## config.mk

```make
export PLATFORM = sky130hd
export DESIGN_NAME = peek_arbiter_flat
export DESIGN_NICKNAME = d
export VERILOG_FILES = /design/src/rtl/peek_arbiter_pkg.sv /design/src/rtl/peek_arbiter_if.sv /design/src/rtl/peek_arbiter_starve_counter.sv /design/src/rtl/peek_arbiter.sv /design/src/flat_wrapper.sv
export SDC_FILE = /design/constraint.sdc
export NUM_CORES = 1
export LEC_CHECK = 0
export BUFFER_PORTS_ARGS = -buffer_cell sky130_fd_sc_hd__buf_2
export CAP_MARGIN = 20
export CORE_ASPECT_RATIO = 0.6
export CORE_MARGIN = 2
export CORE_UTILIZATION = 25
export CTS_BUF_LIST = sky130_fd_sc_hd__clkbuf_2 sky130_fd_sc_hd__clkbuf_4 sky130_fd_sc_hd__clkbuf_8
export DETAILED_ROUTE_END_ITERATION = 12
export SLEW_MARGIN = 20
export SYNTH_ARGS = -nofsm -noshare
export SYNTH_HDL_FRONTEND = slang
export SYNTH_SLANG_ARGS = --single-unit
```

## constraint.sdc

```tcl
create_clock -name Clk -period 5.02 [get_ports Clk]
set_input_delay 0.251 -clock Clk [delete_from_list [all_inputs] [get_ports Clk]]
set_output_delay 0.251 -clock Clk [all_outputs]
set_load 0.005 [all_outputs]
```

## src/rtl/peek_arbiter_pkg.sv

```systemverilog
// Shared definitions for the display-peek / CPU read arbiter.
package peek_arbiter_pkg;

    typedef enum logic [1:0] {
        IDLE    = 2'd0,
        CPU_RD  = 2'd1,
        DISP_RD = 2'd2
    } arb_state_e;

    // Data returned to a requester whose read was abandoned by the memory timeout.
    localparam logic [31:0] TIMEOUT_DATA = 32'hDEADBEEF;

    localparam int DEF_STARVE_LIMIT = 8;
    localparam int DEF_MEM_TIMEOUT  = 15;

    // True while a memory read is outstanding.
    function automatic logic is_read_state(input arb_state_e st);
        return (st == CPU_RD) || (st == DISP_RD);
    endfunction

endpackage

```

## src/rtl/peek_arbiter_if.sv

```systemverilog
// Requester and memory-side signals of the peek arbiter.
interface peek_arbiter_if;

    logic        cpuReq;
    logic [31:0] cpuAddr;
    logic [31:0] cpuData;
    logic        cpuValid;

    logic        dispReq;
    logic [31:0] dispAddr;
    logic [31:0] dispData;
    logic        dispValid;

    logic        memRe;
    logic [31:0] memAddr;
    logic [31:0] memData;
    logic        memReady;

    logic        timeoutErr;

    // Environment side: requesters and memory.
    modport master (
        output cpuReq, cpuAddr, dispReq, dispAddr, memData, memReady,
        input  cpuData, cpuValid, dispData, dispValid, memRe, memAddr, timeoutErr
    );

    // Arbiter side.
    modport slave (
        input  cpuReq, cpuAddr, dispReq, dispAddr, memData, memReady,
        output cpuData, cpuValid, dispData, dispValid, memRe, memAddr, timeoutErr
    );

endinterface

```

## src/rtl/peek_arbiter_starve_counter.sv

```systemverilog
// Counts consecutive CPU grants taken while the display waits; saturates at LIMIT.
module starve_counter #(
    parameter int LIMIT = 8
) (
    input  logic Clk,
    input  logic Rst,
    input  logic inc,
    input  logic clr,
    output logic at_limit
);

    localparam int CNT_W = $clog2(LIMIT + 1);

    logic [CNT_W-1:0] cnt_r;

    // Counter register: clear has priority, increment stops at the limit.
    always_ff @(posedge Clk or negedge Rst) begin
        if (!Rst) begin
            cnt_r <= '0;
        end else if (clr) begin
            cnt_r <= '0;
        end else if (inc && (cnt_r != CNT_W'(LIMIT))) begin
            cnt_r <= cnt_r + CNT_W'(1);
        end else begin
            cnt_r <= cnt_r;
        end
    end

    assign at_limit = (cnt_r == CNT_W'(LIMIT));

endmodule

```

## src/rtl/peek_arbiter.sv

```systemverilog
// Arbitrates CPU reads and display peeks onto a single memory read port,
// with anti-starvation for the display and a per-read memory timeout.
module peek_arbiter
    import peek_arbiter_pkg::*;
#(
    parameter int STARVE_LIMIT = DEF_STARVE_LIMIT,
    parameter int MEM_TIMEOUT  = DEF_MEM_TIMEOUT
) (
    input  logic          Clk,
    input  logic          Rst,
    peek_arbiter_if.slave bus
);

    localparam int WAIT_W = $clog2(MEM_TIMEOUT + 1);

    arb_state_e        state_r;
    arb_state_e        state_s;
    logic              grant_cpu_s;
    logic              grant_disp_s;
    logic              rd_done_s;
    logic              rd_timeout_s;
    logic              rd_end_s;
    logic [31:0]       rd_data_s;
    logic              at_limit_s;
    logic              starve_inc_s;
    logic              starve_clr_s;
    logic [WAIT_W-1:0] wait_cnt_r;

    logic              memRe_r;
    logic [31:0]       memAddr_r;
    logic [31:0]       cpuData_r;
    logic [31:0]       dispData_r;
    logic              cpuValid_r;
    logic              dispValid_r;
    logic              timeoutErr_r;

    // Next-state logic: grant decisions only from IDLE, so a completion is always followed by an IDLE cycle.
    always_comb begin
        state_s      = state_r;
        grant_cpu_s  = 1'b0;
        grant_disp_s = 1'b0;
        rd_done_s    = 1'b0;
        rd_timeout_s = 1'b0;
        case (state_r)
            IDLE: begin
                if (bus.dispReq && at_limit_s) begin
                    state_s      = DISP_RD;
                    grant_disp_s = 1'b1;
                end else if (bus.cpuReq) begin
                    state_s     = CPU_RD;
                    grant_cpu_s = 1'b1;
                end else if (bus.dispReq) begin
                    state_s      = DISP_RD;
                    grant_disp_s = 1'b1;
                end else begin
                    state_s = IDLE;
                end
            end
            CPU_RD, DISP_RD: begin
                if (bus.memReady) begin
                    rd_done_s = 1'b1;
                    state_s   = IDLE;
                end else if (wait_cnt_r == WAIT_W'(MEM_TIMEOUT - 1)) begin
                    rd_timeout_s = 1'b1;
                    state_s      = IDLE;
                end else begin
                    state_s = state_r;
                end
            end
            default: begin
                state_s = IDLE;
            end
        endcase
    end

    assign rd_end_s     = rd_done_s || rd_timeout_s;
    assign rd_data_s    = rd_timeout_s ? TIMEOUT_DATA : bus.memData;
    assign starve_inc_s = grant_cpu_s && bus.dispReq;
    assign starve_clr_s = grant_disp_s || ((state_r == IDLE) && !bus.dispReq);

    // State register; reset abandons any in-flight read.
    always_ff @(posedge Clk or negedge Rst) begin
        if (!Rst) begin
            state_r <= IDLE;
        end else begin
            state_r <= state_s;
        end
    end

    // Wait counter: cycles spent in a read state without memReady.
    always_ff @(posedge Clk or negedge Rst) begin
        if (!Rst) begin
            wait_cnt_r <= '0;
        end else if (is_read_state(state_r) && !rd_end_s) begin
            wait_cnt_r <= wait_cnt_r + WAIT_W'(1);
        end else begin
            wait_cnt_r <= '0;
        end
    end

    // Memory port: address captured from the winner on grant, enable held until completion or timeout.
    always_ff @(posedge Clk or negedge Rst) begin
        if (!Rst) begin
            memRe_r   <= 1'b0;
            memAddr_r <= 32'h0000_0000;
        end else if (grant_cpu_s) begin
            memRe_r   <= 1'b1;
            memAddr_r <= bus.cpuAddr;
        end else if (grant_disp_s) begin
            memRe_r   <= 1'b1;
            memAddr_r <= bus.dispAddr;
        end else if (rd_end_s) begin
            memRe_r   <= 1'b0;
            memAddr_r <= memAddr_r;
        end else begin
            memRe_r   <= memRe_r;
            memAddr_r <= memAddr_r;
        end
    end

    // Result delivery: data registers hold between reads, valids pulse for one cycle.
    always_ff @(posedge Clk or negedge Rst) begin
        if (!Rst) begin
            cpuData_r   <= 32'h0000_0000;
            dispData_r  <= 32'h0000_0000;
            cpuValid_r  <= 1'b0;
            dispValid_r <= 1'b0;
        end else if (rd_end_s && (state_r == CPU_RD)) begin
            cpuData_r   <= rd_data_s;
            cpuValid_r  <= 1'b1;
            dispValid_r <= 1'b0;
        end else if (rd_end_s && (state_r == DISP_RD)) begin
            dispData_r  <= rd_data_s;
            dispValid_r <= 1'b1;
            cpuValid_r  <= 1'b0;
        end else begin
            cpuValid_r  <= 1'b0;
            dispValid_r <= 1'b0;
        end
    end

    // Sticky timeout flag, cleared only by reset.
    always_ff @(posedge Clk or negedge Rst) begin
        if (!Rst) begin
            timeoutErr_r <= 1'b0;
        end else if (rd_timeout_s) begin
            timeoutErr_r <= 1'b1;
        end else begin
            timeoutErr_r <= timeoutErr_r;
        end
    end

    starve_counter #(
        .LIMIT (STARVE_LIMIT)
    ) u_starve (
        .Clk      (Clk),
        .Rst      (Rst),
        .inc      (starve_inc_s),
        .clr      (starve_clr_s),
        .at_limit (at_limit_s)
    );

    assign bus.memRe      = memRe_r;
    assign bus.memAddr    = memAddr_r;
    assign bus.cpuData    = cpuData_r;
    assign bus.dispData   = dispData_r;
    assign bus.cpuValid   = cpuValid_r;
    assign bus.dispValid  = dispValid_r;
    assign bus.timeoutErr = timeoutErr_r;

endmodule

```

## src/flat_wrapper.sv

```systemverilog
// flat-port wrapper written by rule: the top's interface ports become plain ports
module peek_arbiter_flat import peek_arbiter_pkg::*;
#(
    parameter int STARVE_LIMIT = DEF_STARVE_LIMIT,
    parameter int MEM_TIMEOUT  = DEF_MEM_TIMEOUT
)
  (Clk, Rst, bus_cpuReq, bus_cpuAddr, bus_dispReq, bus_dispAddr, bus_memData, bus_memReady, bus_cpuData, bus_cpuValid, bus_dispData, bus_dispValid, bus_memRe, bus_memAddr, bus_timeoutErr);
  peek_arbiter_if bus_i ();
  input  logic Clk;
  input  logic Rst;
  input wire logic [$bits(bus_i.cpuReq)-1:0] bus_cpuReq;
  input wire logic [$bits(bus_i.cpuAddr)-1:0] bus_cpuAddr;
  input wire logic [$bits(bus_i.dispReq)-1:0] bus_dispReq;
  input wire logic [$bits(bus_i.dispAddr)-1:0] bus_dispAddr;
  input wire logic [$bits(bus_i.memData)-1:0] bus_memData;
  input wire logic [$bits(bus_i.memReady)-1:0] bus_memReady;
  output wire logic [$bits(bus_i.cpuData)-1:0] bus_cpuData;
  output wire logic [$bits(bus_i.cpuValid)-1:0] bus_cpuValid;
  output wire logic [$bits(bus_i.dispData)-1:0] bus_dispData;
  output wire logic [$bits(bus_i.dispValid)-1:0] bus_dispValid;
  output wire logic [$bits(bus_i.memRe)-1:0] bus_memRe;
  output wire logic [$bits(bus_i.memAddr)-1:0] bus_memAddr;
  output wire logic [$bits(bus_i.timeoutErr)-1:0] bus_timeoutErr;
  assign bus_i.cpuReq = bus_cpuReq;
  assign bus_i.cpuAddr = bus_cpuAddr;
  assign bus_i.dispReq = bus_dispReq;
  assign bus_i.dispAddr = bus_dispAddr;
  assign bus_i.memData = bus_memData;
  assign bus_i.memReady = bus_memReady;
  assign bus_cpuData = bus_i.cpuData;
  assign bus_cpuValid = bus_i.cpuValid;
  assign bus_dispData = bus_i.dispData;
  assign bus_dispValid = bus_i.dispValid;
  assign bus_memRe = bus_i.memRe;
  assign bus_memAddr = bus_i.memAddr;
  assign bus_timeoutErr = bus_i.timeoutErr;
  peek_arbiter #(.STARVE_LIMIT(STARVE_LIMIT), .MEM_TIMEOUT(MEM_TIMEOUT)) u_core (.Clk(Clk), .Rst(Rst), .bus(bus_i));
endmodule
```

==> impl_metrics.ini <==
[timing]
report.final.slew_viol_count = 0
hold_viol_final = 0
finClkSkew_ns = 0.0123
fmax_mhz = 415
rsz0062_at_grt = false
period_minus_slack_ns = 2.41
slew_headroom_pct = 28.2
fin_tns_setup_ns = 0
fin_crit_sh_pct = 48.0
finalSetupViolations = 0
worstMarginPinSlew_ns = 1.07

[critical_path]
cp-startpoint = u_core.state_r[0]$_DFFE_PN0P_
cp_slowest_cell = nand2_1
endpoint = u_core.bus.memAddr[3]$_DFFE_PN0P_
cp_num_cells = 6
startpoint_type = flop
cp_num_buf_inv = 2
end_kind = flop
r2r_end = u_core.bus.memAddr[3]$_DFFE_PN0P_
crit_family = simple AND/OR/NAND/NOR gates
critical_path_arrival_ns = 2.67
timing.rr.start = u_core.state_r[0]$_DFFE_PN0P_
r2r_cells = 6
crit_fanout = 39
worstPathRequired_ns = 5.28
cp_cell_sequence = inv_1, ha_1, buf_4, nand2_1, o21ai_0, a21oi_1
max_stage_delay_ns = 0.73
critPathKind = reg -> reg
r2r_slack_ns = 2.61

[clocking]
htree_levels = 3
clkLatencyLatePin_ns = 0.39
cts_resized = 0
cts_buffer_depth = 2
cts_tree = built
cts-buffers-inserted = 9
cts_sinks = 110
clkTransAtPathRegs_ns = 0.11
root_buffer = clkbuf_8

[job]
cap_violations = 0

[die]
start_util_pct = 25.5
die_width_microns = 184
pin_count = 201
core_area_sq_um = 19000
dieArea_sq_um = 20600
die_y_microns = 112
row_count = 39

[global_routing]
gr-total-overflow = 0
grt_pass1_vias = 4252
grt_pass1_wl_mm = 22.4
grt_usage_pct = 13.8
antenna_found_initial = 0
grt_max_degree = 65

[power]
swShare_pct = 34.6
vdd_ir_drop_max_uv = 234
power.density_nw_per_um2 = 584
p_int_mw = 2.39
combPwrFrac_pct = 40.0
pwr-share-clk_pct = 18.4
p_sw_mw = 1.26
pwr-share-seq_pct = 41.6
p_leak_nw = 2.84

[synthesis]
synth_cells = 423
synth_edf_count = 0
synth.avg_cell_area_sq_um = 11.5
synth_area_sq_um = 4850
synth_ff_type = dfrtp_1
yosysUniqueCellTypes = 37
seq_area_frac_synth_pct = 56.8
synthArstFlopShare_pct = 100
ys_ff_latch = 110
yosysWarningCount = 0
synth_nets = 531

[placed_design]
dp.cells = 836
portBuffers = 200
gp_congestion = 0.706
placed_cell_area_sq_um = 5990
dp_hpwl_mm = 9.51

[layout]
num_antenna_cells = 0
area_growth_syn_to_layout_pct = 29.0
drive_above_1_share_pct = 38.2
final_cell_mix = buf_2, dfrtp_1, o22a_1, nor2_1, a21oi_1
layout_commonest_cell = buf_2
fin_area_sq_um = 6250
finalNonFillerCells = 853
num-nets-final = 710

[route]
via_count = 4183
wl_met2_mm = 5.88
routed_wl_mm = 14.0
wl_per_cell_microns = 16.4
wl_met3_mm = 1.10
antenna_left = 0
wl_met1_mm = 6.84
viasPerCell = 4.90
highest_layer = met4
drt_iter0_drc = 218
drc = 0
drtPass1Iterations = 5

[outcome]
status = complete, no violations

[worst_hold_path]
min_path_type = in -> reg
==> flip-flops by register name (all words and copies together), names as in the netlist <==
register	count
u_core.bus.dispValid	1
u_core.bus.cpuValid	1
u_core.state_r	2
u_core.bus.dispData	32
u_core.wait_cnt_r	4
u_core.bus.cpuData	32
u_core.bus.memRe	1
u_core.bus.timeoutErr	1
u_core.u_starve.cnt_r	4
u_core.bus.memAddr	32
==> synthesized netlist by cell type, types with 2 or more instances <==
library cell  count  share of area (%)
inv_1             6               0.46
clkbuf_1         15                1.2
o21ai_0          27                2.8
mux2_2            2               0.46
a32o_1           17                3.5
a21oi_1          34                3.5
a31o_2            2               0.36
a41oi_1          32                5.8
dfrtp_1         110                 57
nand2b_1         26                3.4
o22a_1           48                8.7
and3b_1           2               0.36
buf_2            15                1.5
nand3_1           4               0.41
nand3b_1          2               0.31
ha_1              7                1.8
nor2_1           38                2.9
o21ai_1           6               0.62
nand2_1           6               0.46
buf_6             5                1.2
buf_4             3               0.46
==> power groups by stage <==
stage | combinational, mW | sequential [mW] | clock, mW
floorplan | 0.807 | 1.56 | 0
global placement | 1.47 | 1.53 | 0
detailed placement | 1.48 | 1.53 | 0
CTS | 1.48 | 1.52 | 0.705
global route | 1.64 | 1.57 | 0.737
finish | 1.46 | 1.52 | 0.673
==> final cells by class <==
class                           instances  area, sq um
Clock buffer                           13          166
Timing Repair Buffer                  206         1050
Sequential cell                       110         2750
Multi-Input combinational cell        267         1850
Tap cell                              246          308
Inverter                                8         37.5
Fill cell                            1975        12800
Clock inverter                          3         90.1
==> layer usage <==
metal,track usage (%),vias up
met5,0,-
met4,3.79,0
met3,4.87,9
met2,20.1,157
met1,19.5,2073
li1,-,1944
==> cell families (layout without fill, tap and decap cells) <==
| family | Yosys count | count (layout) | share of synthesized area [%] |
|---|---|---|---|
| compound gates | 171 | 171 | 26.0 |
| xor+xnor | 2 | 2 | 0.361 |
| fa+ha+maj | 7 | 7 | 1.81 |
| buf+inv | 46 | 230 | 5.11 |
| flops | 110 | 110 | 56.8 |
| mux | 2 | 2 | 0.464 |
| simple gates | 85 | 85 | 9.47 |
==> how the worst min path moves through the flow <==
stage,slack (ns),depth (start not counted),endpoint,from
floorplan,-0.04,0,u_core.bus.cpuData[0]$_DFFE_PN0P_,Rst
global placement,0.42,1,u_core.bus.memAddr[27]$_DFFE_PN0P_,Rst
detailed placement,0.42,1,u_core.bus.memAddr[27]$_DFFE_PN0P_,Rst
CTS,0.06,3,u_core.bus.memAddr[12]$_DFFE_PN0P_,bus_dispAddr[12]
global route,0.07,3,u_core.bus.memAddr[6]$_DFFE_PN0P_,bus_dispAddr[6]
finish,0.10,3,u_core.bus.memAddr[16]$_DFFE_PN0P_,bus_dispAddr[16]
==> stage by stage <==
| step | total power, mW | hold slack, ns | setup slack [ns] | utilization, % |
|---|---|---|---|---|
| 2_1_floorplan | 2.37 | -0.0446 | 3.39 | - |
| 3_3_place_gp | 3.00 | 0.421 | 2.60 | 31.5 |
| 3_5_place_dp | 3.01 | 0.418 | 2.66 | 31.5 |
| 4_1_cts | 3.71 | 0.0600 | 2.64 | 32.9 |
| 5_1_grt | 3.95 | 0.0680 | 2.35 | 32.9 |
| 6_report | 3.65 | 0.101 | 2.61 | 32.9 |
==> worst register-to-register path: cells and delay by family (launching register included) <==
family | cells | cell delay [ns]
AND/OR/NAND/NOR | 1 | 0.75
AO/OA/AOI/OAI | 2 | 0.56
buffers and inverters | 2 | 0.44
flip-flops | 1 | 0.41
adder cells (fa/ha/maj) | 1 | 0.14
==> repair_timing <==
item	in CTS	in global routing
hold buffers	1	0
hold endpoints to repair	63	0
setup buffers	0	0
No activity file was read; power rests on OpenSTA's default activity.
